[config.mk]
export PLATFORM = sky130hd
export DESIGN_NAME = stack2seq4_flat
export DESIGN_NICKNAME = d
export VERILOG_FILES = /design/src/rtl/stack_pkg.sv /design/src/rtl/stack2seq4_if.sv /design/src/rtl/stack_slot.sv /design/src/rtl/stack2seq4.sv /design/src/flat_wrapper.sv
export SDC_FILE = /design/constraint.sdc
export NUM_CORES = 1
export LEC_CHECK = 0
export CORE_ASPECT_RATIO = 1.2
export CORE_MARGIN = 1
export CORE_UTILIZATION = 40
export CTS_BUF_LIST = sky130_fd_sc_hd__clkbuf_8
export DETAILED_ROUTE_END_ITERATION = 12
export GPL_TIMING_DRIVEN = 0
export PLACE_DENSITY = 0.62
export SLEW_MARGIN = 20
export SYNTH_ARGS = -nofsm -noshare
export SYNTH_HDL_FRONTEND = slang
export SYNTH_SLANG_ARGS = --single-unit
export TNS_END_PERCENT = 100
[constraint.sdc]
create_clock -name clk -period 3.1 [get_ports clk]
set_input_delay 0.465 -clock clk [delete_from_list [all_inputs] [get_ports clk]]
set_output_delay 0.465 -clock clk [all_outputs]
set_load 0.01 [all_outputs]
[src/rtl/stack_pkg.sv]
// Shared constants for the 4-thread barrel stack and its command sequencer:
// command op codes, stack move codes, and the op-to-port encoding.
package stack_pkg;

    localparam int WIDTH    = 16;
    localparam int NTHREADS = 4;

    typedef logic [1:0] op_t;

    localparam op_t OP_PEEK = 2'd0;
    localparam op_t OP_PUSH = 2'd1;
    localparam op_t OP_POP  = 2'd2;
    localparam op_t OP_REPL = 2'd3;

    localparam logic [1:0] D_HOLD = 2'b00;
    localparam logic [1:0] D_PUSH = 2'b01;
    localparam logic [1:0] D_POP  = 2'b11;

    typedef struct packed {
        logic       we;
        logic [1:0] delta;
    } stk_ctl_t;

    function automatic stk_ctl_t op_ctl(input op_t op);
        stk_ctl_t c;
        c.we    = 1'b0;
        c.delta = D_HOLD;
        case (op)
            OP_PUSH: begin c.we = 1'b1; c.delta = D_PUSH; end
            OP_POP:  begin c.we = 1'b0; c.delta = D_POP;  end
            OP_REPL: begin c.we = 1'b1; c.delta = D_HOLD; end
            default: begin c.we = 1'b0; c.delta = D_HOLD; end
        endcase
        return c;
    endfunction

endpackage

[src/rtl/stack2seq4_if.sv]
// Command, stack-port and response bundle of the sequencer; master is the
// host/stack environment, slave is the sequencer itself.
interface stack2seq4_if #(
    parameter int DEPTH = 18,
    parameter int WIDTH = 16
);
    localparam int DW = $clog2(DEPTH + 2);

    logic             cmd_valid;
    logic             cmd_ready;
    logic [1:0]       cmd_thread;
    logic [1:0]       cmd_op;
    logic [WIDTH-1:0] cmd_data;

    logic             stk_we;
    logic [1:0]       stk_delta;
    logic [WIDTH-1:0] stk_wd;
    logic [WIDTH-1:0] stk_rd;
    logic [1:0]       phase;

    logic             rsp_valid;
    logic [1:0]       rsp_thread;
    logic [WIDTH-1:0] rsp_data;
    logic             rsp_err;

    logic [DW-1:0]    depth0;
    logic [DW-1:0]    depth1;
    logic [DW-1:0]    depth2;
    logic [DW-1:0]    depth3;

    modport master (
        output cmd_valid, cmd_thread, cmd_op, cmd_data, stk_rd,
        input  cmd_ready, stk_we, stk_delta, stk_wd, phase,
        input  rsp_valid, rsp_thread, rsp_data, rsp_err,
        input  depth0, depth1, depth2, depth3
    );

    modport slave (
        input  cmd_valid, cmd_thread, cmd_op, cmd_data, stk_rd,
        output cmd_ready, stk_we, stk_delta, stk_wd, phase,
        output rsp_valid, rsp_thread, rsp_data, rsp_err,
        output depth0, depth1, depth2, depth3
    );

endinterface

[src/rtl/stack_slot.sv]
// One thread's single-entry command slot, depth counter and legality check.
// Issues in the cycle its thread is live; a load in that same cycle refills it.
module stack_slot #(
    parameter int DEPTH = 18,
    parameter int WIDTH = 16,
    parameter int DW    = $clog2(DEPTH + 2)
) (
    input  logic             clk,
    input  logic             reset,
    input  logic             load,
    input  logic [1:0]       load_op,
    input  logic [WIDTH-1:0] load_data,
    input  logic             live,
    output logic             full,
    output logic             issuing,
    output logic             legal,
    output logic [1:0]       op,
    output logic [WIDTH-1:0] data,
    output logic [DW-1:0]    depth
);
    import stack_pkg::*;

    localparam logic [DW-1:0] CAP = DW'(DEPTH + 1);

    assign issuing = full && live;
    assign legal   = (op == OP_PUSH) ? (depth != CAP) : (depth != '0);

    always_ff @(posedge clk) begin
        if (reset) begin
            full  <= 1'b0;
            op    <= OP_PEEK;
            data  <= '0;
            depth <= '0;
        end else begin
            if (load) begin
                full <= 1'b1;
                op   <= load_op;
                data <= load_data;
            end else if (issuing) begin
                full <= 1'b0;
            end
            // Rejected commands leave the count alone.
            if (issuing && legal) begin
                if (op == OP_PUSH)
                    depth <= depth + 1'b1;
                else if (op == OP_POP)
                    depth <= depth - 1'b1;
            end
        end
    end

endmodule

[src/rtl/stack2seq4.sv]
// Sequencer for the 4-thread barrel stack: issue 1-4 cycles after accept, response one cycle later.
// Per-thread slot backpressures via cmd_ready; responses have no backpressure.
module stack2seq4 #(
    parameter int DEPTH = 18,
    parameter int WIDTH = 16
) (
    input  logic         clk,
    input  logic         reset,
    stack2seq4_if.slave  bus
);
    import stack_pkg::*;

    localparam int DW = $clog2(DEPTH + 2);

    logic [1:0]          phase_q;
    logic [NTHREADS-1:0] full;
    logic [NTHREADS-1:0] issuing;
    logic [NTHREADS-1:0] legal;
    logic [NTHREADS-1:0] load;
    logic [1:0]          slot_op   [NTHREADS];
    logic [WIDTH-1:0]    slot_data [NTHREADS];
    logic [DW-1:0]       depth     [NTHREADS];

    logic                ready;
    logic                accept;
    logic                iss;
    logic                iss_legal;
    stk_ctl_t            ctl;

    for (genvar k = 0; k < NTHREADS; k++) begin : g_slot
        stack_slot #(
            .DEPTH (DEPTH),
            .WIDTH (WIDTH),
            .DW    (DW)
        ) u_slot (
            .clk       (clk),
            .reset     (reset),
            .load      (load[k]),
            .load_op   (bus.cmd_op),
            .load_data (bus.cmd_data),
            .live      ((phase_q == 2'(k)) && !reset),
            .full      (full[k]),
            .issuing   (issuing[k]),
            .legal     (legal[k]),
            .op        (slot_op[k]),
            .data      (slot_data[k]),
            .depth     (depth[k])
        );
    end

    // A slot that is emptying this cycle can take the next command at once.
    assign ready         = !reset && (!full[bus.cmd_thread] || issuing[bus.cmd_thread]);
    assign accept        = bus.cmd_valid && ready;
    assign bus.cmd_ready = ready;

    always_comb begin
        load = '0;
        for (int k = 0; k < NTHREADS; k++)
            load[k] = accept && (bus.cmd_thread == 2'(k));
    end

    assign iss       = issuing[phase_q];
    assign iss_legal = legal[phase_q];
    assign ctl       = op_ctl(slot_op[phase_q]);

    always_comb begin
        bus.stk_we    = 1'b0;
        bus.stk_delta = D_HOLD;
        bus.stk_wd    = slot_data[phase_q];
        if (iss && iss_legal) begin
            bus.stk_we    = ctl.we;
            bus.stk_delta = ctl.delta;
        end
    end

    always_ff @(posedge clk) begin
        if (reset)
            phase_q <= 2'd0;
        else
            phase_q <= phase_q + 2'd1;
    end

    always_ff @(posedge clk) begin
        if (reset) begin
            bus.rsp_valid  <= 1'b0;
            bus.rsp_err    <= 1'b0;
            bus.rsp_thread <= 2'd0;
            bus.rsp_data   <= '0;
        end else begin
            bus.rsp_valid <= iss;
            bus.rsp_err   <= iss && !iss_legal;
            if (iss) begin
                bus.rsp_thread <= phase_q;
                bus.rsp_data   <= bus.stk_rd;
            end
        end
    end

    assign bus.phase  = phase_q;
    assign bus.depth0 = depth[0];
    assign bus.depth1 = depth[1];
    assign bus.depth2 = depth[2];
    assign bus.depth3 = depth[3];

endmodule

[src/flat_wrapper.sv]
// flat-port wrapper written by rule: the top's interface ports become plain ports
module stack2seq4_flat import stack_pkg::*;
#(
    parameter int DEPTH = 18,
    parameter int WIDTH = 16
)
  (clk, reset, bus_cmd_valid, bus_cmd_thread, bus_cmd_op, bus_cmd_data, bus_stk_rd, bus_cmd_ready, bus_stk_we, bus_stk_delta, bus_stk_wd, bus_phase, bus_rsp_valid, bus_rsp_thread, bus_rsp_data, bus_rsp_err, bus_depth0, bus_depth1, bus_depth2, bus_depth3);
  stack2seq4_if #(.DEPTH(DEPTH), .WIDTH(WIDTH)) bus_i ();
  input  logic clk;
  input  logic reset;
  input wire logic [$bits(bus_i.cmd_valid)-1:0] bus_cmd_valid;
  input wire logic [$bits(bus_i.cmd_thread)-1:0] bus_cmd_thread;
  input wire logic [$bits(bus_i.cmd_op)-1:0] bus_cmd_op;
  input wire logic [$bits(bus_i.cmd_data)-1:0] bus_cmd_data;
  input wire logic [$bits(bus_i.stk_rd)-1:0] bus_stk_rd;
  output wire logic [$bits(bus_i.cmd_ready)-1:0] bus_cmd_ready;
  output wire logic [$bits(bus_i.stk_we)-1:0] bus_stk_we;
  output wire logic [$bits(bus_i.stk_delta)-1:0] bus_stk_delta;
  output wire logic [$bits(bus_i.stk_wd)-1:0] bus_stk_wd;
  output wire logic [$bits(bus_i.phase)-1:0] bus_phase;
  output wire logic [$bits(bus_i.rsp_valid)-1:0] bus_rsp_valid;
  output wire logic [$bits(bus_i.rsp_thread)-1:0] bus_rsp_thread;
  output wire logic [$bits(bus_i.rsp_data)-1:0] bus_rsp_data;
  output wire logic [$bits(bus_i.rsp_err)-1:0] bus_rsp_err;
  output wire logic [$bits(bus_i.depth0)-1:0] bus_depth0;
  output wire logic [$bits(bus_i.depth1)-1:0] bus_depth1;
  output wire logic [$bits(bus_i.depth2)-1:0] bus_depth2;
  output wire logic [$bits(bus_i.depth3)-1:0] bus_depth3;
  assign bus_i.cmd_valid = bus_cmd_valid;
  assign bus_i.cmd_thread = bus_cmd_thread;
  assign bus_i.cmd_op = bus_cmd_op;
  assign bus_i.cmd_data = bus_cmd_data;
  assign bus_i.stk_rd = bus_stk_rd;
  assign bus_cmd_ready = bus_i.cmd_ready;
  assign bus_stk_we = bus_i.stk_we;
  assign bus_stk_delta = bus_i.stk_delta;
  assign bus_stk_wd = bus_i.stk_wd;
  assign bus_phase = bus_i.phase;
  assign bus_rsp_valid = bus_i.rsp_valid;
  assign bus_rsp_thread = bus_i.rsp_thread;
  assign bus_rsp_data = bus_i.rsp_data;
  assign bus_rsp_err = bus_i.rsp_err;
  assign bus_depth0 = bus_i.depth0;
  assign bus_depth1 = bus_i.depth1;
  assign bus_depth2 = bus_i.depth2;
  assign bus_depth3 = bus_i.depth3;
  stack2seq4 #(.DEPTH(DEPTH), .WIDTH(WIDTH)) u_core (.clk(clk), .reset(reset), .bus(bus_i));
endmodule
==> reports/metrics.csv, run 1 <==
metric,value,unit
yosysTopAreaCellShare,43.0,%
via_per_inst,5.18,
ys.flop_type,dfxtp_1,
grt_pass1_wl,22500,um
dp_slack,0.102,ns
cts_sinks,118,
synth_cells,539,
fmax,332,MHz
antenna_found_initial,0,
cts_made_buffers,17,
fin_nets,730,
finalCriticalPeriod,3.01,ns
cp_num_buf_inv,3,
leakagePower,0.00311,uW
wl_per_cell,16.7,um
arrival,2.55,ns
rows,46,
skew,0.00895,ns
clock_path_buffers,2,
crit_required,2.63,ns
ir_drop,0.000269,V
hold-path-endpoint,u_core.g_slot[0].u_slot.data[13],
setup_tns,0,ns
grt-ovfl-total,0,
placed_area,6690,um^2
antenna_cells,0,
fin_cells,846,
synth_warnings,0,
place_inst,806,
critical-path-max-stage-delay,0.43,ns
setup_violations,0,
area_growth,31.9,%
vias,4383,
ys_ff_latch,118,
crit_fanout,5,
die_h,130,um
routabilityCongestion,0.824,
synth_edf_count,0,
startpoint,u_core.g_slot[2].u_slot.op[1],
synthTopCellsByArea,"dfxtp_1 43%, mux2i_1 15%, mux4_2 7.8%, nor2_1 6.4%, ha_1 4.8%",
syn_area,5490,um^2
status,"complete, no violations",
grt_max_degree,17,
crit_family,compound AO/OA/AOI/OAI gates,
start_kind,register,
core,13300,um^2
fin_crit_sh,97.1,%
crit_cells,9,
hp-start,u_core.g_slot[0].u_slot.data[13],
synth_top_area_cell,dfxtp_1,
critPathKind,reg -> out,
cellPowerDensity,451,nW/um^2
gr-usage-all-layers,21.0,%
crit_path_end_kind,output pin,
grt_pass1_vias,4417,
rr_endpoint,u_core.bus.rsp_data[15],
relSlewSlack,48.0,%
critPathSlowestCell,or4_4,
clk_latency,0.42,ns
place_hpwl,10000,um
port_buffers,99,
r2r_cells,10,
worst_slack,0.0890,ns
finalHoldViolCount,0,
drt-total-wl,14200,um
slew_violations,0,
r2r_start,u_core.bus.phase[1],
yosys-top-cells-count,"118 x dfxtp_1, 93 x nor2_1, 84 x mux2i_1",
synth_most_common_cell,dfxtp_1,
synth_cell_types,33,
min_path_cells,2,
syn-num-nets,603,
fp.dieW,109,um
ant_nets,0,
htree_levels,4,
drc,0,
min_path_type,reg -> reg,
post-route-cell-area,7240,um^2
avgSynthCellArea,10.2,um^2
clk_pin_slew,0.06,ns
drt_iter0_markers,225,
cap_viol_max_count,0,
dieArea,14200,um^2
pin_count,101,
drt_pass1_iterations,4,
cts_root_buf,clkbuf_8,
reg2reg_setup_slack,0.57,ns
worstMarginPinSlew,0.781,ns
seq_area_frac_synth,43.0,%
start_util,41.3,%
path_cells,"inv_1, ha_4, or4_4, a211oi_4, mux2i_2, a32oi_2, buf_4, nor3b_2, clkdlybuf4s15_1",
synthArstFlopShare,0,%
drive_gt1_share,15.3,%
tritoncts,built,
repair_timing:
item / CTS / global route
gates resized for setup: 22 / 14
buffers inserted: 4 / 5
hold endpoints to repair: 0 / 0
pin swaps: 5 / 3
hold buffers: 0 / 0
setup endpoints to repair: 4 / 4
area by class of cell:
| cell class | instances | area, um^2 |
|---|---|---|
| multi-input cells | 377 | 3000 |
| clock inverters | 10 | 105 |
| fillers | 1168 | 6060 |
| flip-flops and latches | 118 | 2370 |
| well taps | 168 | 210 |
| clock buffers | 21 | 289 |
| plain buffers | 30 | 165 |
| repair buffers | 108 | 1050 |
| inverters | 14 | 56.3 |
power breakdown:
group,switching (uW),total [uW],internal [uW]
Sequential,17.2,1560,1540
Combinational,160,314,155
Clock,604,1390,785
placed cells by master (no fill, tap or decap), types with 4 or more instances in the layout:
| master | instances |
|---|---|
| xnor2_1 | 16 |
| clkbuf_8 | 21 |
| nand2_1 | 46 |
| nand4_1 | 5 |
| a211oi_4 | 4 |
| mux4_2 | 19 |
| nor4_2 | 4 |
| clkdlybuf4s50_1 | 95 |
| fa_1 | 4 |
| dfxtp_1 | 112 |
| nor2b_1 | 5 |
| a21o_1 | 6 |
| a21oi_1 | 31 |
| clkbuf_1 | 14 |
| a211oi_1 | 4 |
| mux2i_1 | 82 |
| buf_4 | 11 |
| clkinvlp_4 | 4 |
| nor2_1 | 93 |
| nand2b_1 | 10 |
| inv_1 | 15 |
| dfxtp_2 | 6 |
| nand3_1 | 5 |
| buf_2 | 9 |
| or4_4 | 4 |
| ha_1 | 18 |
sequential cells by signal (all words and copies together) (netlist names):
name	cells
u_core.bus.rsp_thread	2
u_core.g_slot.u_slot.op	8
u_core.bus.phase	2
u_core.g_slot.u_slot.data	64
u_core.bus.rsp_data	16
u_core.bus.rsp_valid	1
u_core.bus.rsp_err	1
u_core.g_slot.u_slot.full	4
u_core.g_slot.u_slot.depth	20
through the flow:
step                total power, uW  utilization (%)  hold slack [ns]
finish                         3260             54.5            0.456
CTS                            3290             53.9            0.456
detailed placement             1890             50.3            0.448
floorplan                      1750                -            0.433
global placement               1890             50.3            0.439
global route                   3390             54.5            0.473
how the worst max path moves through the flow:
stage	slack (ns)	endpoint
2_1_floorplan	0.84	u_core.bus.rsp_data[15]
3_3_place_gp	0.10	bus_stk_we
3_5_place_dp	0.10	bus_stk_we
4_1_cts	0.002	bus_stk_delta[0]
5_1_grt	-0.005	bus_stk_delta[1]
6_report	0.09	bus_stk_delta[1]
tightest hold or removal path, stage by stage, from the launching register on:
cell and delay, ns:
dfxtp_1 0.31, nand2_1 0.05, a21oi_1 0.05
kinds of logic after synthesis:
| group | after synthesis | synth area share (%) |
|---|---|---|
| simple gates | 179 | 14.9 |
| xor+xnor | 16 | 2.55 |
| fa+ha+maj | 25 | 6.25 |
| flops | 118 | 43.0 |
| mux | 104 | 23.4 |
| buf+inv | 44 | 3.74 |
| compound gates | 53 | 6.20 |
layer usage:
| layer | vias up | part of all wire, % | track usage (%) | wire (um) |
|---|---|---|---|---|
| met5 | - | 0 | 0 | 0 |
| met4 | 0 | 1.3 | 7.15 | 183 |
| met3 | 14 | 5.2 | 4.95 | 734 |
| met2 | 117 | 52 | 37.0 | 7340 |
| met1 | 2133 | 42 | 24.8 | 5900 |
| li1 | 2119 | - | - | - |
No activity file was read; power rests on OpenSTA's default activity.
==> inputs of run 2 (changes only) <==
Settings changed: CORE_MARGIN 1 to 3.
==> run 2 against run 1 <==
Sequential share of layout area up 0.062 points. Core utilization down 0.10 points. Power shrank 0.75%. Flip-flop and latch count stayed put. First-iteration DRC count grew 6.7%. Clock power is essentially flat. Critical path depth unchanged. Setup slack lost 0.030 ns. Clock skew down 0.0013 ns. Combinational power down 1%. Largest power group unchanged. Highest routed layer unchanged.
==> reports/metrics.csv, run 2 (synthesis results as in run 1) <==
metric,value,unit,change
setup_violations,0,,unchanged
cap_viol_max_count,0,,unchanged
placed_area,6690,um^2,unchanged
start_kind,register,,
hp-start,u_core.g_slot[0].u_slot.data[12],,
place_inst,806,,unchanged
dieArea,15200,um^2,+6.9%
htree_levels,4,,unchanged
worst_slack,0.0587,ns,-0.0304 ns
via_per_inst,5.14,,-0.79%
clk_pin_slew,0.06,ns,about the same
grt_pass1_wl,23300,um,+3.6%
holdBufCountCts,0,,unchanged
path_cells,"inv_1, ha_4, or4_4, a211oi_4, mux2i_2, a32oi_2, buf_4, nor3b_2, clkdlybuf4s15_2",,
drt-total-wl,14300,um,+1.0%
arrival,2.58,ns,+0.03 ns
area_growth,31.6,%,
place_hpwl,10100,um,+1.1%
cts_made_buffers,17,,unchanged
drt_pass1_iterations,4,,unchanged
largest_register,u_core.g_slot.u_slot.data,,
cts_sinks,118,,unchanged
relSlewSlack,50.7,%,+2.8 points
clock_path_buffers,2,,unchanged
layout_common_cells,"112 x dfxtp_1, 95 x clkdlybuf4s50_1, 93 x nor2_1",,
critical-path-max-stage-delay,0.43,ns,about the same
drive_gt1_share,15.6,%,+0.23 points
min_path_type,reg -> reg,,
grt_pass1_vias,4499,,+1.9%
post-route-cell-area,7230,um^2,-0.19%
cp_num_buf_inv,3,,unchanged
gr-usage-all-layers,19.5,%,-1.5 points
finalHoldViolCount,0,,unchanged
antenna_cells,0,,unchanged
largest_reg_flops,64,,unchanged
start_util,41.3,%,unchanged
fin_cells,849,,+0.35%
worstMarginPinSlew,0.725,ns,-0.0559 ns
routabilityCongestion,0.826,,+0.29%
clk_latency,0.43,ns,about the same
cellPowerDensity,448,nW/um^2,-0.56%
pin_count,101,,unchanged
ir_drop,0.000271,V,+0.59%
reg.largest.list,"u_core.g_slot.u_slot.data x64, u_core.g_slot.u_slot.depth x20, u_core.bus.rsp_data x16",,
crit_fanout,5,,unchanged
status,"complete, no violations",,
postLayoutCoreUtil,54.3,%,-0.10 points
r2r_start,u_core.bus.phase[0],,
crit_required,2.63,ns,about the same
crit_path_end_kind,output pin,,
layout_commonest_cell,dfxtp_1,,
antenna_found_initial,0,,unchanged
critPathKind,reg -> out,,
drc,0,,unchanged
drt_iter0_markers,240,,+6.7%
tritoncts,built,,
fin_nets,732,,+0.27%
wl_per_cell,16.8,um,+0.67%
grt_max_degree,19,,+2
port_buffers,99,,unchanged
grt-ovfl-total,0,,unchanged
rows,46,,unchanged
fin_crit_sh,98.1,%,+0.98 points
fmax,329,MHz,-1.0%
finalCriticalPeriod,3.04,ns,+0.0304 ns
fp.dieW,113,um,+3.7%
ant_nets,0,,unchanged
skew,0.00767,ns,-0.00128 ns
rsz0062_at_grt,yes,,
crit_family,compound AO/OA/AOI/OAI gates,,
core,13300,um^2,unchanged
die_h,134,um,+3.1%
leakagePower,0.00312,uW,+0.51%
critPathSlowestCell,or4_4,,
startpoint,u_core.g_slot[2].u_slot.op[1],,
slew_violations,0,,unchanged
dp_slack,0.0855,ns,-0.0162 ns
vias,4364,,-0.43%
cts_root_buf,clkbuf_8,,
run 2: per-stage QoR:
stage | setup TNS [ns] | total power [uW] | hold slack [ns]
after floorplan | 0 | 1750 | 0.433
after global placement | 0 | 1890 | 0.439
after detailed placement | 0 | 1900 | 0.448
after CTS | 0 | 3260 | 0.458
after global routing | -0.0520 | 3370 | 0.481
final | 0 | 3240 | 0.457
run 2: worst paths after layout:
path	slack [ns]	to	depth (start not counted)
worst max-delay path	0.06	bus_stk_delta[1]	9
worst min-delay path	0.46	u_core.g_slot[0].u_slot.data[12]	2
worst max register to register	0.61	u_core.g_slot[2].u_slot.data[10]	9
worst min register to register	0.46	u_core.g_slot[0].u_slot.data[12]	2
run 2: worst reg2reg max path, delay by kind of cell, from the launching register on:
kind	cells	cell delay [ns]
DFF	1	0.38
muxes	1	0.25
buffers and inverters	4	1.10
and+or+nand+nor	3	0.39
adders and majority gates	1	0.25
run 2: timing repair:
item                       4_1_cts  5_1_grt
pin swaps                        4        4
gates resized for setup         20       13
setup buffers                    5        7
setup endpoints to repair        4       13
run 2: layout make-up:
class                   count  area [um^2]
fillers                  1228         6070
multi-input cells         377         2980
flip-flops and latches    118         2370
repair buffers            111         1070
clock buffers              20          275
well taps                 168          210
plain buffers              29          149
clock inverters            12          111
inverters                  14         56.3
run 2: power breakdown:
| part | switching, uW | total, uW | internal, uW | leakage [uW] |
|---|---|---|---|---|
| Sequential | 17.4 | 1560 | 1540 | 0.000956 |
| Clock | 607 | 1370 | 761 | 0.000208 |
| Combinational | 158 | 310 | 152 | 0.00196 |
| Total | 782 | 3240 | 2460 | 0.00312 |
run 2: layer usage:
metal  vias to the layer above  global-route usage, %  share of wire, %
met5                         -                      0                 0
met4                         0                   5.08               1.0
met3                        14                   5.10               4.8
met2                       106                   35.2                53
met1                      2118                   23.0                41
li1                       2126                      -                 -
